### src/rtl/tt_inv_bank_pkg.sv
// tt_inv_bank_pkg
// Shared definitions for the inverter bank:
//   mode_e       - per-channel operating mode
//   CFG_*        - bit positions of the fields on the uio_in config bus
//   STATUS_*     - bit positions of the flags on uio_out
//   UIO_OE_VALUE - fixed direction mask for the bidirectional pins
package tt_inv_bank_pkg;

   typedef enum logic [1:0] {
      MODE_PASS    = 2'b00,
      MODE_INV     = 2'b01,
      MODE_TOGGLE  = 2'b10,
      MODE_STRETCH = 2'b11
   } mode_e;

   // Config bus layout on uio_in. Bits [1:0] carry nothing, so only
   // [7:2] pass through the synchroniser.
   localparam int CFG_WR_BIT  = 7;
   localparam int CFG_IDX_HI  = 6;
   localparam int CFG_IDX_LO  = 4;
   localparam int CFG_MODE_HI = 3;
   localparam int CFG_MODE_LO = 2;
   localparam int CFG_LSB     = 2;
   localparam int CFG_FIELD_W = CFG_WR_BIT - CFG_LSB + 1;

   // Status layout on uio_out.
   localparam int STATUS_ACK_BIT = 0;
   localparam int STATUS_ANY_BIT = 1;

   // uio[1:0] drive status; uio[7:2] are config inputs.
   localparam logic [7:0] UIO_OE_VALUE = 8'b0000_0011;

endpackage

### src/rtl/inv_bank_chan.sv
// inv_bank_chan
// One channel of the inverter bank: input synchroniser, rising-edge
// detect, mode register, toggle bit, stretch counter and output flop.
// Ports:
//   clk     - clock, all state on its rising edge
//   rst_n   - asynchronous active-low reset
//   i_in    - raw (asynchronous) channel input
//   i_wr    - one-cycle config write aimed at this channel
//   i_mode  - mode to load when i_wr is high
//   o_out   - registered channel output
module inv_bank_chan
   import tt_inv_bank_pkg::*;
#(
   parameter int SYNC_STAGES = 2,
   parameter int STRETCH_LEN = 8
)(
   input  logic  clk,
   input  logic  rst_n,
   input  logic  i_in,
   input  logic  i_wr,
   input  mode_e i_mode,
   output logic  o_out
);

   localparam logic [7:0] STRETCH_LOAD = 8'(STRETCH_LEN);

   logic [SYNC_STAGES-1:0] r_sync;
   logic                   r_sinD;
   mode_e                  r_mode;
   logic                   r_tog;
   logic [7:0]             r_cnt;
   logic                   r_out;

   logic       w_sin;
   logic       w_rise;
   mode_e      w_mode;
   logic       w_togNext;
   logic [7:0] w_cntNext;
   logic       w_outNext;

   assign w_sin = r_sync[SYNC_STAGES-1];
   assign o_out = r_out;

   // Next-state logic. A write to this channel clears the toggle bit and
   // stretch counter and swallows any rise seen in the same cycle, so the
   // freshly written mode always starts from a clean state. The output
   // flop is loaded using the new mode so it reflects it from the next
   // cycle on.
   always_comb begin
      w_rise    = w_sin & ~r_sinD & ~i_wr;
      w_mode    = i_wr ? i_mode : r_mode;
      w_togNext = r_tog;
      w_cntNext = r_cnt;
      w_outNext = 1'b0;

      if (i_wr) begin
         w_togNext = 1'b0;
         w_cntNext = '0;
      end else begin
         if (r_mode == MODE_TOGGLE && w_rise) begin
            w_togNext = ~r_tog;
         end
         if (r_mode == MODE_STRETCH && w_rise) begin
            w_cntNext = STRETCH_LOAD;
         end else if (r_cnt != 8'd0) begin
            w_cntNext = r_cnt - 8'd1;
         end
      end

      case (w_mode)
         MODE_PASS:    w_outNext = w_sin;
         MODE_INV:     w_outNext = ~w_sin;
         MODE_TOGGLE:  w_outNext = w_togNext;
         MODE_STRETCH: w_outNext = (w_cntNext != 8'd0);
         default:      w_outNext = 1'b0;
      endcase
   end

   // State registers. Reset leaves the channel inverting a quiet input,
   // so the output comes up high on the first clock after release.
   always_ff @(posedge clk or negedge rst_n) begin
      if (!rst_n) begin
         r_sync <= '0;
         r_sinD <= 1'b0;
         r_mode <= MODE_INV;
         r_tog  <= 1'b0;
         r_cnt  <= '0;
         r_out  <= 1'b0;
      end else begin
         r_sync <= {r_sync[SYNC_STAGES-2:0], i_in};
         r_sinD <= w_sin;
         r_mode <= w_mode;
         r_tog  <= w_togNext;
         r_cnt  <= w_cntNext;
         r_out  <= w_outNext;
      end
   end

endmodule

### src/rtl/tt_um_inv_bank.sv
// tt_um_inv_bank
// Bank of up to eight independently configurable channels (pass, invert,
// toggle on rise, pulse stretch) with a serial-free config bus.
// Ports:
//   clk, rst_n - clock and asynchronous active-low reset
//   ena        - power-good, unused
//   ui_in      - channel inputs, bit i feeds channel i
//   uo_out     - channel outputs, bits >= NCH tied low
//   uio_in     - config bus: [7] write strobe, [6:4] channel, [3:2] mode
//   uio_out    - [0] write acknowledge pulse, [1] any output active
//   uio_oe     - constant direction mask
module tt_um_inv_bank
   import tt_inv_bank_pkg::*;
#(
   parameter int NCH         = 8,
   parameter int SYNC_STAGES = 2,
   parameter int STRETCH_LEN = 8
)(
   input  logic       clk,
   input  logic       rst_n,
   input  logic       ena,
   input  logic [7:0] ui_in,
   output logic [7:0] uo_out,
   input  logic [7:0] uio_in,
   output logic [7:0] uio_out,
   output logic [7:0] uio_oe
);

   logic [SYNC_STAGES-1:0][CFG_FIELD_W-1:0] r_cfgSync;
   logic                                    r_wrD;
   logic                                    r_ack;
   logic                                    r_any;

   logic [CFG_FIELD_W-1:0] w_cfg;
   logic                   w_wrSync;
   logic                   w_wrRise;
   logic [2:0]             w_idx;
   mode_e                  w_mode;
   logic                   w_accept;
   logic [7:0]             w_chanWr;
   logic [7:0]             w_out;
   logic                   w_unused;

   assign w_cfg    = r_cfgSync[SYNC_STAGES-1];
   assign w_wrSync = w_cfg[CFG_WR_BIT - CFG_LSB];
   assign w_wrRise = w_wrSync & ~r_wrD;
   assign w_idx    = w_cfg[CFG_IDX_HI - CFG_LSB : CFG_IDX_LO - CFG_LSB];
   assign w_mode   = mode_e'(w_cfg[CFG_MODE_HI - CFG_LSB : CFG_MODE_LO - CFG_LSB]);
   assign w_accept = w_wrRise && ({1'b0, w_idx} < 4'(NCH));
   assign w_unused = &{1'b0, ena, uio_in[1:0]};

   // Strobe, index and mode share one synchroniser so the fields seen on
   // the write edge all came from the same bus sample. Holding the strobe
   // high yields a single write because only its rising edge counts.
   always_ff @(posedge clk or negedge rst_n) begin
      if (!rst_n) begin
         r_cfgSync <= '0;
         r_wrD     <= 1'b0;
      end else begin
         r_cfgSync <= {r_cfgSync[SYNC_STAGES-2:0], uio_in[CFG_WR_BIT:CFG_LSB]};
         r_wrD     <= w_wrSync;
      end
   end

   // One-hot write select; an out-of-range index selects nothing.
   always_comb begin
      w_chanWr = '0;
      if (w_accept) begin
         w_chanWr[w_idx] = 1'b1;
      end
   end

   genvar gi;
   generate
      for (gi = 0; gi < 8; gi++) begin : g_chan
         if (gi < NCH) begin : g_active
            inv_bank_chan #(
               .SYNC_STAGES (SYNC_STAGES),
               .STRETCH_LEN (STRETCH_LEN)
            ) u_chan (
               .clk    (clk),
               .rst_n  (rst_n),
               .i_in   (ui_in[gi]),
               .i_wr   (w_chanWr[gi]),
               .i_mode (w_mode),
               .o_out  (w_out[gi])
            );
         end else begin : g_idle
            assign w_out[gi] = 1'b0;
         end
      end
   endgenerate

   // Status flags. Unused channels drive 0, so OR-ing all eight bits is
   // the same as OR-ing the active ones.
   always_ff @(posedge clk or negedge rst_n) begin
      if (!rst_n) begin
         r_ack <= 1'b0;
         r_any <= 1'b0;
      end else begin
         r_ack <= w_accept;
         r_any <= |w_out;
      end
   end

   always_comb begin
      uio_out                 = '0;
      uio_out[STATUS_ACK_BIT] = r_ack;
      uio_out[STATUS_ANY_BIT] = r_any;
   end

   assign uo_out = w_out;
   assign uio_oe = UIO_OE_VALUE;

endmodule

### config.mk
export PLATFORM = sky130hd
export DESIGN_NAME = tt_um_inv_bank
export DESIGN_NICKNAME = d
export VERILOG_FILES = /design/src/rtl/tt_inv_bank_pkg.sv /design/src/rtl/inv_bank_chan.sv /design/src/rtl/tt_um_inv_bank.sv
export SDC_FILE = /design/constraint.sdc
export NUM_CORES = 1
export LEC_CHECK = 0
export ABC_AREA = 1
export BUFFER_PORTS_ARGS = -buffer_cell sky130_fd_sc_hd__buf_2
export CAP_MARGIN = 15
export CORE_UTILIZATION = 40
export CTS_CLUSTER_DIAMETER = 200
export CTS_CLUSTER_SIZE = 24
export DETAILED_ROUTE_END_ITERATION = 7
export MAX_ROUTING_LAYER = met4
export PLACE_DENSITY = 0.58
export SETUP_SLACK_MARGIN = 0.4
export SKIP_CTS_REPAIR_TIMING = 1
export SYNTH_ARGS = -nofsm -noshare
export SYNTH_HDL_FRONTEND = slang
export SYNTH_SLANG_ARGS = --single-unit
export TNS_END_PERCENT = 30
### constraint.sdc
create_clock -name clk -period 2.3 [get_ports clk]
set_input_delay 0.575 -clock clk [delete_from_list [all_inputs] [get_ports clk]]
set_output_delay 0.575 -clock clk [all_outputs]
set_load 0.02 [all_outputs]
Yosys cells after proc, flatten, opt, wreduce, memory -nomap -nowiden

Cells that the tools add are included.

Register bits after elaboration: 135
Bits of input ports: 19
Output and inout bits: 24
Word-level logic and storage cells: 254

$add $sub $neg: 8
Magnitude comparators: 2
Equal/unequal tests: 40
Muxes and demuxes: 59
Bitwise gates (word level): 50
Reduce and logical (&&, ||, !) cells: 42

Operators with widths:

| cell                                                 | count |
|---|---|
| two-way mux 8 bit                                    | 25 |
| nonzero test 8 bit                                   | 16 |
| == test 2 bit (second input constant)                | 32 |
| subtractor 8 x 1 -> 8 bit (second input constant)    | 8 |
| inverter 1 bit                                       | 33 |
| case mux 1 bit (4 select lines)                      | 8 |
| bitwise AND 1 bit                                    | 17 |
| logical AND 1 bit                                    | 17 |
| two-way mux 1 bit                                    | 17 |
| == test 2 x 1 -> 1 bit (second input constant)       | 8 |
| zero test 2 bit                                      | 8 |
| two-way mux 2 bit                                    | 8 |
| OR reduction 8 bit                                   | 1 |
| < comparator 3 x 4 -> 1 bit (second input constant)  | 1 |
| demux 1 bit (select 3 bit)                           | 1 |
| >= comparator 3 x 1 -> 1 bit (second input constant) | 1 |

Longest topological paths before layout

Word-level depth: 12
Mapped depth: 13
Mapped depth without buffers: 13

Cells and area by module

From an unflattened synthesis, not the netlist that was laid out.

Cell total of the unflattened synthesis: 963
Area total of the unflattened synthesis: 7,324.5 um^2

Modules (own cells, without submodules):

| module         | instances | cells each | area each (um^2) | sequential area each (um^2) |
|---|---|---|---|---|
| inv_bank_chan  | 8         | 112        | 835.8            | 376.6 |
| tt_um_inv_bank | 1         | 67         | 638.1            | 375.4 |

Worst setup path after synthesis

Ideal clock, no wire load.

Kind: register -> register
From: reg g_chan[0].g_active.u_chan.r_cnt[0]
To: reg g_chan[0].g_active.u_chan.r_out
Setup time: 0.125 ns
Arrival time: 1.468 ns
Data required time: 2.175 ns
Path slack: 0.707 ns
Stages on the path, launching flop included: 12
Buffers on the path: 0
Period minus slack after synthesis: 1.593 ns
Cells stage by stage: dfrtp_1 > inv_1 > ha_1 > nand3_1 > nor2_1 > nor2_1 > a21oi_1 > nand2_1 > nor2_1 > nand2_1 > nand2_1 > nand3_1

Longest elaborated chain between the ends: 6
Elaborated cells on any way between the ends: 7
Classes of those cells: add/sub (1); mux (4); reduce/logical (2)

Ends and longest elaborated chain:

| item                                                            | line                                     | RTL |
|---|---|---|
| from (decl)                                                     | inv_bank_chan.sv:31                      | `logic [7:0] r_cnt;` |
| from (signal assigned)                                          | inv_bank_chan.sv:94                      | `r_cnt <= w_cntNext;` |
| subtractor 8 x 1 -> 8 bit or nonzero test 8 bit (tied branches) | inv_bank_chan.sv:66, inv_bank_chan.sv:65 |  |
| two-way mux 8 bit *                                             | inv_bank_chan.sv:65                      | `end else if (r_cnt != 8'd0) begin` |
| two-way mux 8 bit *                                             | inv_bank_chan.sv:63                      | `if (r_mode == MODE_STRETCH && w_rise) begin` |
| two-way mux 8 bit *                                             | inv_bank_chan.sv:56                      | `if (i_wr) begin` |
| nonzero test 8 bit *                                            | inv_bank_chan.sv:74                      | `MODE_STRETCH: w_outNext = (w_cntNext != 8'd0);` |
| case mux 1 bit (4 select lines) *                               | inv_bank_chan.sv:70                      | `case (w_mode)` |
| net g_chan[0].g_active.u_chan.w_outNext                         | inv_bank_chan.sv:39                      | `logic w_outNext;` |
| to (signal assigned)                                            | inv_bank_chan.sv:95                      | `r_out <= w_outNext;` |
| to (decl)                                                       | inv_bank_chan.sv:32                      | `logic r_out;` |

Mark *: on every way through the listed nets, which the timed path passes. The rest lies on a longest branch.

Worst setup path in the final report

From: reg g_chan[5].g_active.u_chan.r_cnt[0]
To: reg g_chan[5].g_active.u_chan.r_out

Longest elaborated chain between the ends: 6
Elaborated cells on any way between the ends: 7
Classes of those cells: add/sub (1); mux (4); reduce/logical (2)

Ends and longest elaborated chain:

| item                                                            | line |
|---|---|
| from (decl)                                                     | inv_bank_chan.sv:31 |
| from (signal assigned)                                          | inv_bank_chan.sv:94 |
| subtractor 8 x 1 -> 8 bit or nonzero test 8 bit (tied branches) | inv_bank_chan.sv:66, inv_bank_chan.sv:65 |
| two-way mux 8 bit *                                             | inv_bank_chan.sv:65 |
| two-way mux 8 bit *                                             | inv_bank_chan.sv:63 |
| two-way mux 8 bit *                                             | inv_bank_chan.sv:56 |
| nonzero test 8 bit *                                            | inv_bank_chan.sv:74 |
| case mux 1 bit (4 select lines) *                               | inv_bank_chan.sv:70 |
| net g_chan[5].g_active.u_chan.w_outNext                         | inv_bank_chan.sv:39 |
| to (signal assigned)                                            | inv_bank_chan.sv:95 |
| to (decl)                                                       | inv_bank_chan.sv:32 |

Marks and branches as above.

==> impl_results.md <==
- Fin. max-slew vios: 0
- Max Cap Viol: 0
- Clk_skew: 0.00766 ns
- Buffers on Ports: 25
- DRC viols: 0
- Static Leak: 4.42 nW
- Final worst slack: 0.511 ns
- Avg Inst Size Synth: 7.66 um2
- Worst Setup SP: g_chan[5].g_active.u_chan.r_cnt[0]
- Rows: 48
- Worst slack at placement: 0.392 ns
- Antenna Nets Post-Route: 0
- Layout cells sized above 1: 12.6%
- Power Total: 10.7 mW
- Hpwl dp: 9880 um
- Die H: 134 um
- Max clock buf depth: 2
- Drt via density: 4.56
- Vias in the first global route: 5130
- CTS tree: built
- Synth Warn #: 0
- Fin cells: 1194
- Largest net degree at the start of global routing: 51
- Area leader, netlist: dfrtp_1
- Area Growth Syn to Fin: 16.9%
- Setup violators final: 0
- Max FO, Critical Path: 5
- Crit. End Element: flip-flop
- Slew @ Worst Pin: 0.504 ns
- DIE AREA: 18000 um2
- Peak VDD IR: 0.568 mV
- CP bufs+invs: 1
- Placed insts: 1159
- Post-Syn Instances: 915
- WL/cell: 11.3 um
- Die W: 134 um
- Count leader, synth: nand2_1
- # IOs: 43
- Setup TNS: 0 ns
- Crit path kind: flip-flop to flip-flop
- Design area: 8190 um2
- Gpl congestion: 0.858
- GRT Total Usage: 16.7%
- Status: finished, final reports clean
- WP data required: 2.57 ns
- Hold Vio Cnt, Final: 0
- Slew margin rel.: 66.1%
- HP Class: input port to async pin
- R2R cell count: 11
- Clk_lat worst skew: 0.42 ns
- Antenna Cells: 0
- Reg2reg setup slack: 0.51 ns
- Grt ovf: 0
- DR pass1 iterations: 5
- Seq/Total Area, Yosys: 48.4%
- Area after DPL: 7350 um2
- Post-synth EDFFs: 0
- Initial DRC count: 305
- CP Cell Sequence: inv_1, ha_1, nand3_1, nor2_4, nor2_1, a21oi_2, nand2_1, nor2_1, nand2_1, nand2_1, nand3_1
- First-pass GRT wire length: 23100 um
- Core footprint: 17200 um2
- Fmax: 559 MHz
- CP peak stage delay: 0.37 ns
- TritonCTS Buffers: 17
- RR Startpoint: g_chan[5].g_active.u_chan.r_cnt[0]
- Reg clk slew, reported paths: 0.06 ns
- Pwr dens: 1310 nW/um2
- Worst path arrival time: 2.06 ns
- Synth top area share: 45.4%
- CP delay by family, top: simple AND/OR/NAND/NOR gates
- Final #Nets: 991
- Synth cell count leaders: nand2_1, inv_1, dfrtp_1, nor2_1, nand3_1
- Ys flop type: dfrtp_1
- CTS Sinks: 135
- WP depth: 11
- Final period util: 77.8%
- Root Buffer: clkbuf_16
- Asr flop ratio synth: 100%
- RSZ-0062 raised after global routing: yes
- Library cells used by synthesis: 25
- Finished Core Util: 47.7%
- Starting density of the core: 40.8%
- Vias post-DR: 5442
- Synth top area cells: dfrtp_1, nand2_1, inv_1
- Reg2reg end: g_chan[5].g_active.u_chan.o_out
- Mapped Area: 7010 um2
- H-Tree Depth: 4
- Initial antenna violation count: 0
- Min Hold Slack: 0.101 ns
- DRT Wirelength: 13500 um
- CP startpoint kind: flip-flop
- CP max stage cell: dfrtp_1
- Crit path capture: g_chan[5].g_active.u_chan.o_out
- Fill cells: 1718
- Synth Register Bits: 135
- Min Tclk post-route: 1.79 ns
- Cell repeated most along the worst path: nand2_1
## how the worst min path moves through the flow
stage / cells after the start / end / slack, ns / from
after detailed placement: 0 / g_chan[2].g_active.u_chan.r_sync[1] / 0.34 / g_chan[2].g_active.u_chan.r_sync[0]
after global placement: 0 / w_cfg[0] / 0.33 / r_cfgSync[0]
final: 1 / g_chan[6].g_active.u_chan.r_cnt[2] / 0.10 / rst_n
after floorplan: 0 / g_chan[0].g_active.u_chan.o_out / 0.28 / rst_n
after CTS: 1 / g_chan[6].g_active.u_chan.r_cnt[2] / 0.11 / rst_n
after global routing: 1 / g_chan[6].g_active.u_chan.r_cnt[2] / 0.13 / rst_n
## cell families (layout without fill, tap and decap cells)
kind of cell	after synthesis	in the layout	share of synthesized area, %
other	2	14	0.107
xor gates and xnor gates	14	14	1.75
AOI/OAI and AO/OA	64	64	4.98
adders and majority gates	16	16	2.86
DFF	135	135	48.4
buffers and inverters	198	240	11.9
and+or+nand+nor	486	486	30.0
## final cells by class
cell class	instances	area [um2]	area share, %
multi-input combinational	594	3000	36.6
timing repair buffer	34	224	2.73
inverter	174	653	7.98
tap	225	282	3.44
sequential	135	3390	41.4
clock inverter	14	200	2.44
clock buffer	18	439	5.36
## metal layers
layer | part of all wire, % | GRT usage [%] | vias to the layer above
li1 | - | - | 2872
met1 | 49 | 21.7 | 2485
met2 | 47 | 25.5 | 67
met3 | 2.7 | 4.01 | 18
met4 | 1.4 | 5.99 | 0
met5 | 0 | - | -
## report_power, final
group	leakage (nW)	internal, mW	switching [mW]	total, mW
registers	1.62	3.17	0.564	3.74
clock network	0.303	1.85	1.04	2.89
logic	2.49	1.53	2.57	4.10
## sequential cells by signal, indices dropped and copies added (netlist names)
register / count
g_chan.g_active.u_chan.r_sync: 16
g_chan.g_active.u_chan.r_mode: 16
r_wrD: 1
g_chan.g_active.u_chan.o_out: 8
r_cfgSync: 6
w_cfg: 6
g_chan.g_active.u_chan.r_cnt: 64
r_any: 1
r_ack: 1
g_chan.g_active.u_chan.r_sinD: 8
g_chan.g_active.u_chan.r_tog: 8
## layout by cell type (no fill, tap or decap), types with 3 or more instances in the layout
cell type	instances
a21oi_1	15
buf_2	24
buf_4	7
bufinv_16	4
clkbuf_16	17
clkinv_4	5
clkinvlp_4	3
conb_1	14
dfrtp_1	125
dfstp_2	8
ha_1	16
inv_1	171
inv_2	3
nand2_1	224
nand3_1	83
nand3_2	7
nand3b_1	28
nand4_1	10
nor2_1	101
nor2_2	14
nor2_4	8
o21a_1	6
o21ai_0	29
o21ai_1	4
o21ai_2	3
o21bai_1	3
or2_2	3
xnor2_1	7
xor2_1	7
Note: power is estimated with default switching activity, not from simulation.
